## config.mk

```make
export PLATFORM = sky130hd
export DESIGN_NAME = aes_sched
export DESIGN_NICKNAME = d
export VERILOG_FILES = /design/src/rtl/aes_sched_pkg.sv /design/src/rtl/aes_sched_rr_arb2.sv /design/src/rtl/aes_sched.sv
export SDC_FILE = /design/constraint.sdc
export NUM_CORES = 1
export LEC_CHECK = 0
export BUFFER_PORTS_ARGS = -buffer_cell sky130_fd_sc_hd__clkbuf_2
export CORE_AREA = 8 8 403 405
export DETAILED_ROUTE_END_ITERATION = 10
export DIE_AREA = 0 0 411 413
export PLACE_DENSITY = 0.3
export RECOVER_POWER = 50
export SLEW_MARGIN = 20
export SYNTH_ARGS = -nofsm -noshare
export SYNTH_HDL_FRONTEND = slang
export SYNTH_SLANG_ARGS = --single-unit
```

## constraint.sdc

```tcl
create_clock -name clk -period 31.1 [get_ports clk]
set_input_delay 0 -clock clk [delete_from_list [all_inputs] [get_ports clk]]
set_output_delay 0 -clock clk [all_outputs]
set_load 0.005 [all_outputs]
```

## src/rtl/aes_sched_pkg.sv

```systemverilog
// Shared widths and state encoding for the aes_sched scheduler.
// The state enum is the single source of the FSM encoding used by the top.
package aes_sched_pkg;

    localparam int AES_W = 128;
    localparam int TO_W  = 10;
    localparam int RST_W = 4;

    typedef enum logic [1:0] {
        ST_IDLE = 2'd0,
        ST_CRST = 2'd1,
        ST_RUN  = 2'd2,
        ST_RESP = 2'd3
    } state_e;

endpackage

```

## src/rtl/aes_sched_rr_arb2.sv

```systemverilog
// Combinational two-way round-robin arbiter.
// On contention the requester that did not win last time is granted.
module rr_arb2 (
    input  logic [1:0] valid,
    input  logic       last,
    output logic [1:0] grant,
    output logic       winner
);

    always_comb begin
        winner = 1'b0;
        grant  = 2'b00;
        case (valid)
            2'b01:   winner = 1'b0;
            2'b10:   winner = 1'b1;
            2'b11:   winner = ~last;
            default: winner = 1'b0;
        endcase
        if (valid != 2'b00) begin
            grant = winner ? 2'b10 : 2'b01;
        end
    end

endmodule

```

## src/rtl/aes_sched.sv

```systemverilog
// Two-requester scheduler sharing one iterative AES core, with a
// restart pulse per job and a watchdog that turns a hung core into an error.
//
// state | meaning
// IDLE  | core held in reset, waiting for a request
// CRST  | core reset held for RST_CYCLES after accept
// RUN   | core running, watchdog counting
// RESP  | response presented until rsp_ready
module aes_sched
    import aes_sched_pkg::*;
#(
    parameter int RST_CYCLES = 2,
    parameter int TIMEOUT    = 255
) (
    input  logic             clk,
    input  logic             rst,
    input  logic             req0_valid,
    output logic             req0_ready,
    input  logic [AES_W-1:0] req0_din,
    input  logic [AES_W-1:0] req0_key,
    input  logic             req1_valid,
    output logic             req1_ready,
    input  logic [AES_W-1:0] req1_din,
    input  logic [AES_W-1:0] req1_key,
    output logic             rsp_valid,
    input  logic             rsp_ready,
    output logic             rsp_id,
    output logic             rsp_err,
    output logic [AES_W-1:0] rsp_dout,
    output logic             core_rst,
    output logic [AES_W-1:0] core_din,
    output logic [AES_W-1:0] core_keyin,
    input  logic [AES_W-1:0] core_dout,
    input  logic             core_done,
    output logic             busy
);

    localparam logic [1:0] S_IDLE = 2'(ST_IDLE);
    localparam logic [1:0] S_CRST = 2'(ST_CRST);
    localparam logic [1:0] S_RUN  = 2'(ST_RUN);
    localparam logic [1:0] S_RESP = 2'(ST_RESP);

    localparam logic [RST_W-1:0] RST_LOAD = RST_W'(RST_CYCLES - 1);
    localparam logic [TO_W-1:0]  TO_LAST  = TO_W'(TIMEOUT - 1);

    logic [1:0]       state;
    logic [1:0]       state_nx;
    logic             last;
    logic [1:0]       grant;
    logic             winner;
    logic             accept;
    logic [RST_W-1:0] rcnt;
    logic [TO_W-1:0]  tcnt;

    rr_arb2 u_arb (
        .valid  ({req1_valid, req0_valid}),
        .last   (last),
        .grant  (grant),
        .winner (winner)
    );

    // Gated by rst so no handshake is advertised while the flops are held.
    assign req0_ready = !rst && (state == S_IDLE) && grant[0];
    assign req1_ready = !rst && (state == S_IDLE) && grant[1];
    assign accept     = req0_ready || req1_ready;
    assign rsp_valid  = (state == S_RESP);
    assign busy       = (state != S_IDLE);

    always_comb begin
        state_nx = state;
        case (state)
            S_IDLE: if (accept) state_nx = S_CRST;
            S_CRST: if (rcnt == '0) state_nx = S_RUN;
            S_RUN:  if (core_done || (tcnt == TO_LAST)) state_nx = S_RESP;
            S_RESP: if (rsp_ready) state_nx = S_IDLE;
            default: state_nx = S_IDLE;
        endcase
    end

    always_ff @(posedge clk or posedge rst) begin
        if (rst) begin
            state      <= S_IDLE;
            last       <= 1'b1;
            rsp_id     <= 1'b0;
            rsp_err    <= 1'b0;
            rsp_dout   <= '0;
            core_rst   <= 1'b1;
            core_din   <= '0;
            core_keyin <= '0;
            rcnt       <= '0;
            tcnt       <= '0;
        end else begin
            state    <= state_nx;
            // Registered from the next state so the core reset never glitches.
            core_rst <= (state_nx != S_RUN);
            case (state)
                S_IDLE: begin
                    if (accept) begin
                        core_din   <= winner ? req1_din : req0_din;
                        core_keyin <= winner ? req1_key : req0_key;
                        rsp_id     <= winner;
                        last       <= winner;
                        rcnt       <= RST_LOAD;
                    end
                end
                S_CRST: begin
                    if (rcnt != '0) begin
                        rcnt <= rcnt - RST_W'(1);
                    end else begin
                        tcnt <= '0;
                    end
                end
                S_RUN: begin
                    // Done takes priority over a coincident timeout.
                    if (core_done) begin
                        rsp_dout <= core_dout;
                        rsp_err  <= 1'b0;
                    end else if (tcnt == TO_LAST) begin
                        rsp_dout <= '0;
                        rsp_err  <= 1'b1;
                    end else begin
                        tcnt <= tcnt + TO_W'(1);
                    end
                end
                default: ;
            endcase
        end
    end

endmodule
```

== After elaboration in Yosys (flattened, before gate mapping) ==
Cells that the tools add are included.
W data, S select, Z words.

* Add/subtract/negate cells: 2
* Eq/ne operators: 12
* Muxes and demuxes: 21
* Bitwise logic cells: 1
* Reductions and logical operators: 18

{| class="wikitable"
|+ Operators with widths
! operator !! number
|-
| $mux W128 || 4
|-
| $mux W10 || 3
|-
| $pmux W10 S2 || 1
|-
| $mux W2 || 6
|-
| $ne A2 B2 Y1 const B || 6
|-
| $add A10 B1 Y10 const B || 1
|-
| $eq A10 B8 Y1 const B || 1
|-
| $reduce_bool A2 Y1 || 5
|-
| $eq A2 B2 Y1 const B || 4
|-
| $mux W4 || 2
|-
| $pmux W2 S4 || 1
|-
| $pmux W4 S2 || 1
|-
| $logic_not A4 Y1 || 1
|-
| $reduce_and A2 Y1 || 2
|-
| $reduce_and A4 Y1 || 1
|-
| $reduce_bool A4 Y1 || 1
|-
| $sub A4 B1 Y4 const B || 1
|-
| $logic_and A1 B1 Y1 || 3
|-
| $reduce_and A3 Y1 || 1
|-
| $eq A2 B1 Y1 const B || 1
|-
| $logic_not A2 Y1 || 1
|-
| $logic_or A1 B1 Y1 || 2
|-
| $mux W1 || 2
|-
| $pmux W1 S2 || 1
|-
| 2 further kinds || 2
|}

* Flip-flop bits (word level): 404
* Bits of input ports: 646
* Output and inout port bits: 391
* Logic and storage cells: 64

== Longest topological paths before layout ==
* Depth after elaboration: 9
* Mapped depth: 8
* Depth with buffers taken out: 6

== Cells and area by module ==
A second synthesis with hierarchy kept.

* Cell total of the unflattened synthesis: 1,516
* Area, all modules: 17,301.6 sq um

{| class="wikitable"
|+ By module, submodules not included
! module !! times used !! cells each !! area an instance (sq um) !! sequential area each (sq um)
|-
| aes_sched || 1 || 1,512 || 17,275.3 || 10,112.2
|-
| rr_arb2 || 1 || 4 || 26.3 || 0.0
|}

== Worst setup path after synthesis ==
No wires, ideal clock.

* Path type: register -> register
* Start point: register rcnt[0]
* End point: register rcnt[0]
* Library setup time: 0.125 ns
* Data arrival time: 1.785 ns
* Required time: 30.975 ns
* Slack: 29.191 ns
* Cell stages (with the launch flop): 7
* Path buffers: 0
* Period minus slack after synthesis: 1.909 ns
* Cells stage by stage: dfrtp_1 -> inv_1 -> ha_1 -> or3b_2 -> nor3_2 -> nor3_1 -> mux2_2

* Longest elaborated chain between the ends: 3
* Elaborated cells between the ends (all ways): 6
* Those cells by class: add/sub (1); eq/ne (1); mux (2); reduce/logical (2)

{| class="wikitable"
|+ RTL lines
! item !! RTL line !! RTL
|-
| start, declared || aes_sched.sv:52 || <nowiki>logic [RST_W-1:0] rcnt;</nowiki>
|-
| start signal, assigned || aes_sched.sv:108 || <nowiki>rcnt <= rcnt - RST_W'(1);</nowiki>
|-
| $sub A4 B1 Y4 / $reduce_bool A4 Y1 (equally long branches) || aes_sched.sv:108, aes_sched.sv:107 ||
|-
| $mux W4 / $ne A2 B2 Y1 (equally long branches) || - ||
|-
| $pmux W4 S2 / $reduce_and A3 Y1 (equally long branches) || - ||
|}

Several ways; a longest one is shown, not always the timed one. The select of a mux whose other input is x is not followed.
A chain may end at the register's enable or synchronous reset.

==> out/summary.txt <==
outcome: complete, but fails checks
failing checks: capacitance limit, slew limit
endpoint class of the critical path: asynchronous set/reset pin
Power Dens Cells: 85.1 nW/um^2
worst setup margin: 24630 ps
Final #Nets: 4085
I/O Pins: 1037
Die W: 411 um
Worst slew margin: -148%
worst hold margin: 87.6 ps
Post-DRT Antenna Nets: 0
layout cell share with drive strength beyond 1: 22.8%
largest net degree at the start of global routing: 133
top cell type's share of synthesized area: 58.8%
crit path cell chain: dlygate4sd3_1, clkbuf_1, clkinvlp_2, clkbuf_1, buf_4, buf_4
leading cell types by total area after synthesis: dfrtp_1 (59%), nand2_1 (12%), a31oi_1 (9.4%)
IO Port Bufs: 1036
WP data required: 31730 ps
post-CTS sizing: 0
Leak: 14.4 nW
number of max-cap violations: 4
ys async rst share: 100%
Synthesis Warnings: 0
Final min period: 6470 ps
Crit path max-delay family: buffers and inverters
fill cell count: 17700
Mapped Nets: 2461
Avg Cell Area, Syn: 9.44 sq um
setup TNS: 0 ps
first-pass GRT wire length: 155 mm
Switching Share: 36.4%
worst vdd ir: 0.0000335 V
Clock Tree Buf Depth: 3
largest fanout on the critical path: 69
top_reg_cell synth: dfrtp_1
Max Slew Vio Count: 249
fmax: 155 MHz
Buf/Inv on CP: 6
Routed WL: 110 mm
GRT overflow: 0
vias: 20000
P_int: 1.75 mW
Least-Margin Pin Slew: 3720 ps
Hold-fix buffers, CTS: 653
die footprint: 170000 sq um
Post-synth EDFFs: 0
Clock power frac: 23.9%
TritonCTS buffer count: 56
CTS tree: built
Comb pwr share: 41.5%
NetSw: 1.00 mW
WS Path Type: in2async
CP max stage delay: 2590 ps
Die Ht: 413 um
Setup violations, final: 0
final worst-path cycle share: 20.8%
DR vias/cell: 3.61
#FFs+latches synth: 404
row count: 145
data arrival time of the critical path: 7100 ps
core area: 156000 sq um
gr usage total: 12.3%
type of the worst min-delay path: in2reg
Placement Setup Slack: 26700 ps
RSZ-0062 raised after global routing: no
Cell variety after synth: 46
largest area contributor in the netlist: dfrtp_1
CTS H-Tree Depth: 2
P&R area growth vs syn: 88.9%
Root Buffer Master: clkbuf_16
Starting Density: 11.0%
Post-CTS Setup Inserts: 0
critical path launch point type: input pin
DR pass1 iterations: 5
Seq/Total Area, Yosys: 59.1%
most frequent cell after synthesis: nand2_1
post-synthesis cell area: 17100 sq um
# DRC: 0
Slowest cell on crit path: clkbuf_1
vias in the first global route: 21800
Routability Congestion: 0.835
Post-Syn Instances: 1811
antenna violations before repair: 28
clock sink total: 404
HPWL after DPL: 84.1 mm
1st-iter DRT viols: 1029
Routed wire per std cell: 19.9 um
Setup Skew: 12.4 ps
worst skew pair latency: 640 ps
Commonest cells post-synth: nand2_1 (525), dfrtp_1 (402), nor2_1 (267), a31oi_1 (257), a22o_1 (123)
sequential share of power: 34.5%
Hold Fails Final Rpt: 0
Clk pin slew, worst setup/hold paths: 60 ps
## sequential cells by signal, summed over array words and instances (netlist names)
signal / count
core_din: 128
last: 1
core_keyin: 128
state: 2
rsp_dout: 128
tcnt: 10
core_rst: 1
rsp_id: 1
rcnt: 4
rsp_err: 1
## layer usage
layer / global-route usage [%] / part of all wire (%) / routed length, um
met5: 0 / 0.052 / 57
met1: 14.1 / 39 / 43300
met2: 21.3 / 50 / 55000
met4: 4.45 / 3.2 / 3560
met3: 4.15 / 7.6 / 8420
## cell usage in the layout, fill, tap and decap left out, types with 11 or more instances in the layout
cell type	netlist	routed
a31oi_1	257	257
nand2_1	525	524
diode_2	0	17
clkbuf_1	74	379
clkbuf_16	0	56
nor2_1	267	267
dfrtp_1	402	402
buf_4	22	16
clkinv_2	0	11
a22o_1	123	123
dlygate4sd3_1	0	653
clkbuf_2	0	670
## final timing paths
kind | slack (ps) | depth (start not counted) | from | to
max | 24630 | 6 | rst | core_keyin[83]
min | 90 | 4 | req1_valid | state[0]
max reg2reg | 26210 | 7 | state[1] | core_keyin[73]
min reg2reg | 480 | 1 | rsp_dout[119] | rsp_dout[119]
max in group clk | 26210 | 7 | state[1] | core_keyin[73]
min in group asynchronous | 990 | 3 | rst | rsp_dout[96]
## tightest hold or removal path, delay by kind of cell
family          cells  cell delay, ps
simple gates        1             140
compound gates      2             360
buf+inv             1             170
## through the flow
stage	std cells	util, %	cell area, sq um	total power [mW]
floorplan	1811	-	17100	1.31
global route	5546	20.7	32300	2.96
global placement	4782	15.7	24400	1.88
finish	5548	20.7	32300	2.75
detailed placement	4782	15.7	24400	1.87
CTS	5531	21.0	32700	2.87
## area by class of cell
| class | count | area (sq um) | share of cell area [%] |
|---|---|---|---|
| sequential | 404 | 10100 | 31.3 |
| multi-input combinational | 1256 | 6300 | 19.5 |
| clock buffer | 75 | 1560 | 4.84 |
| antenna | 17 | 42.5 | 0.132 |
| tap | 2058 | 2570 | 7.97 |
| clock inverter | 21 | 246 | 0.763 |
| timing repair buffer | 1710 | 11400 | 35.4 |
| inverter | 7 | 27.5 | 0.0852 |
## kinds of logic after synthesis
family          synth area share, %
compound gates                 16.9
mux                           0.124
simple gates                   19.2
fa+ha+maj                     0.293
buf+inv                        4.16
xor+xnor                      0.154
flops                          59.1
## power by group through the flow
stage | Clock [mW] | Sequential, mW | Combinational, mW
after floorplan | 0 | 0.937 | 0.376
after global placement | 0 | 0.960 | 0.920
after detailed placement | 0 | 0.958 | 0.914
after CTS | 0.691 | 0.952 | 1.23
after global routing | 0.708 | 0.984 | 1.27
final | 0.657 | 0.950 | 1.14
Note: power is estimated with default switching activity, not from simulation.
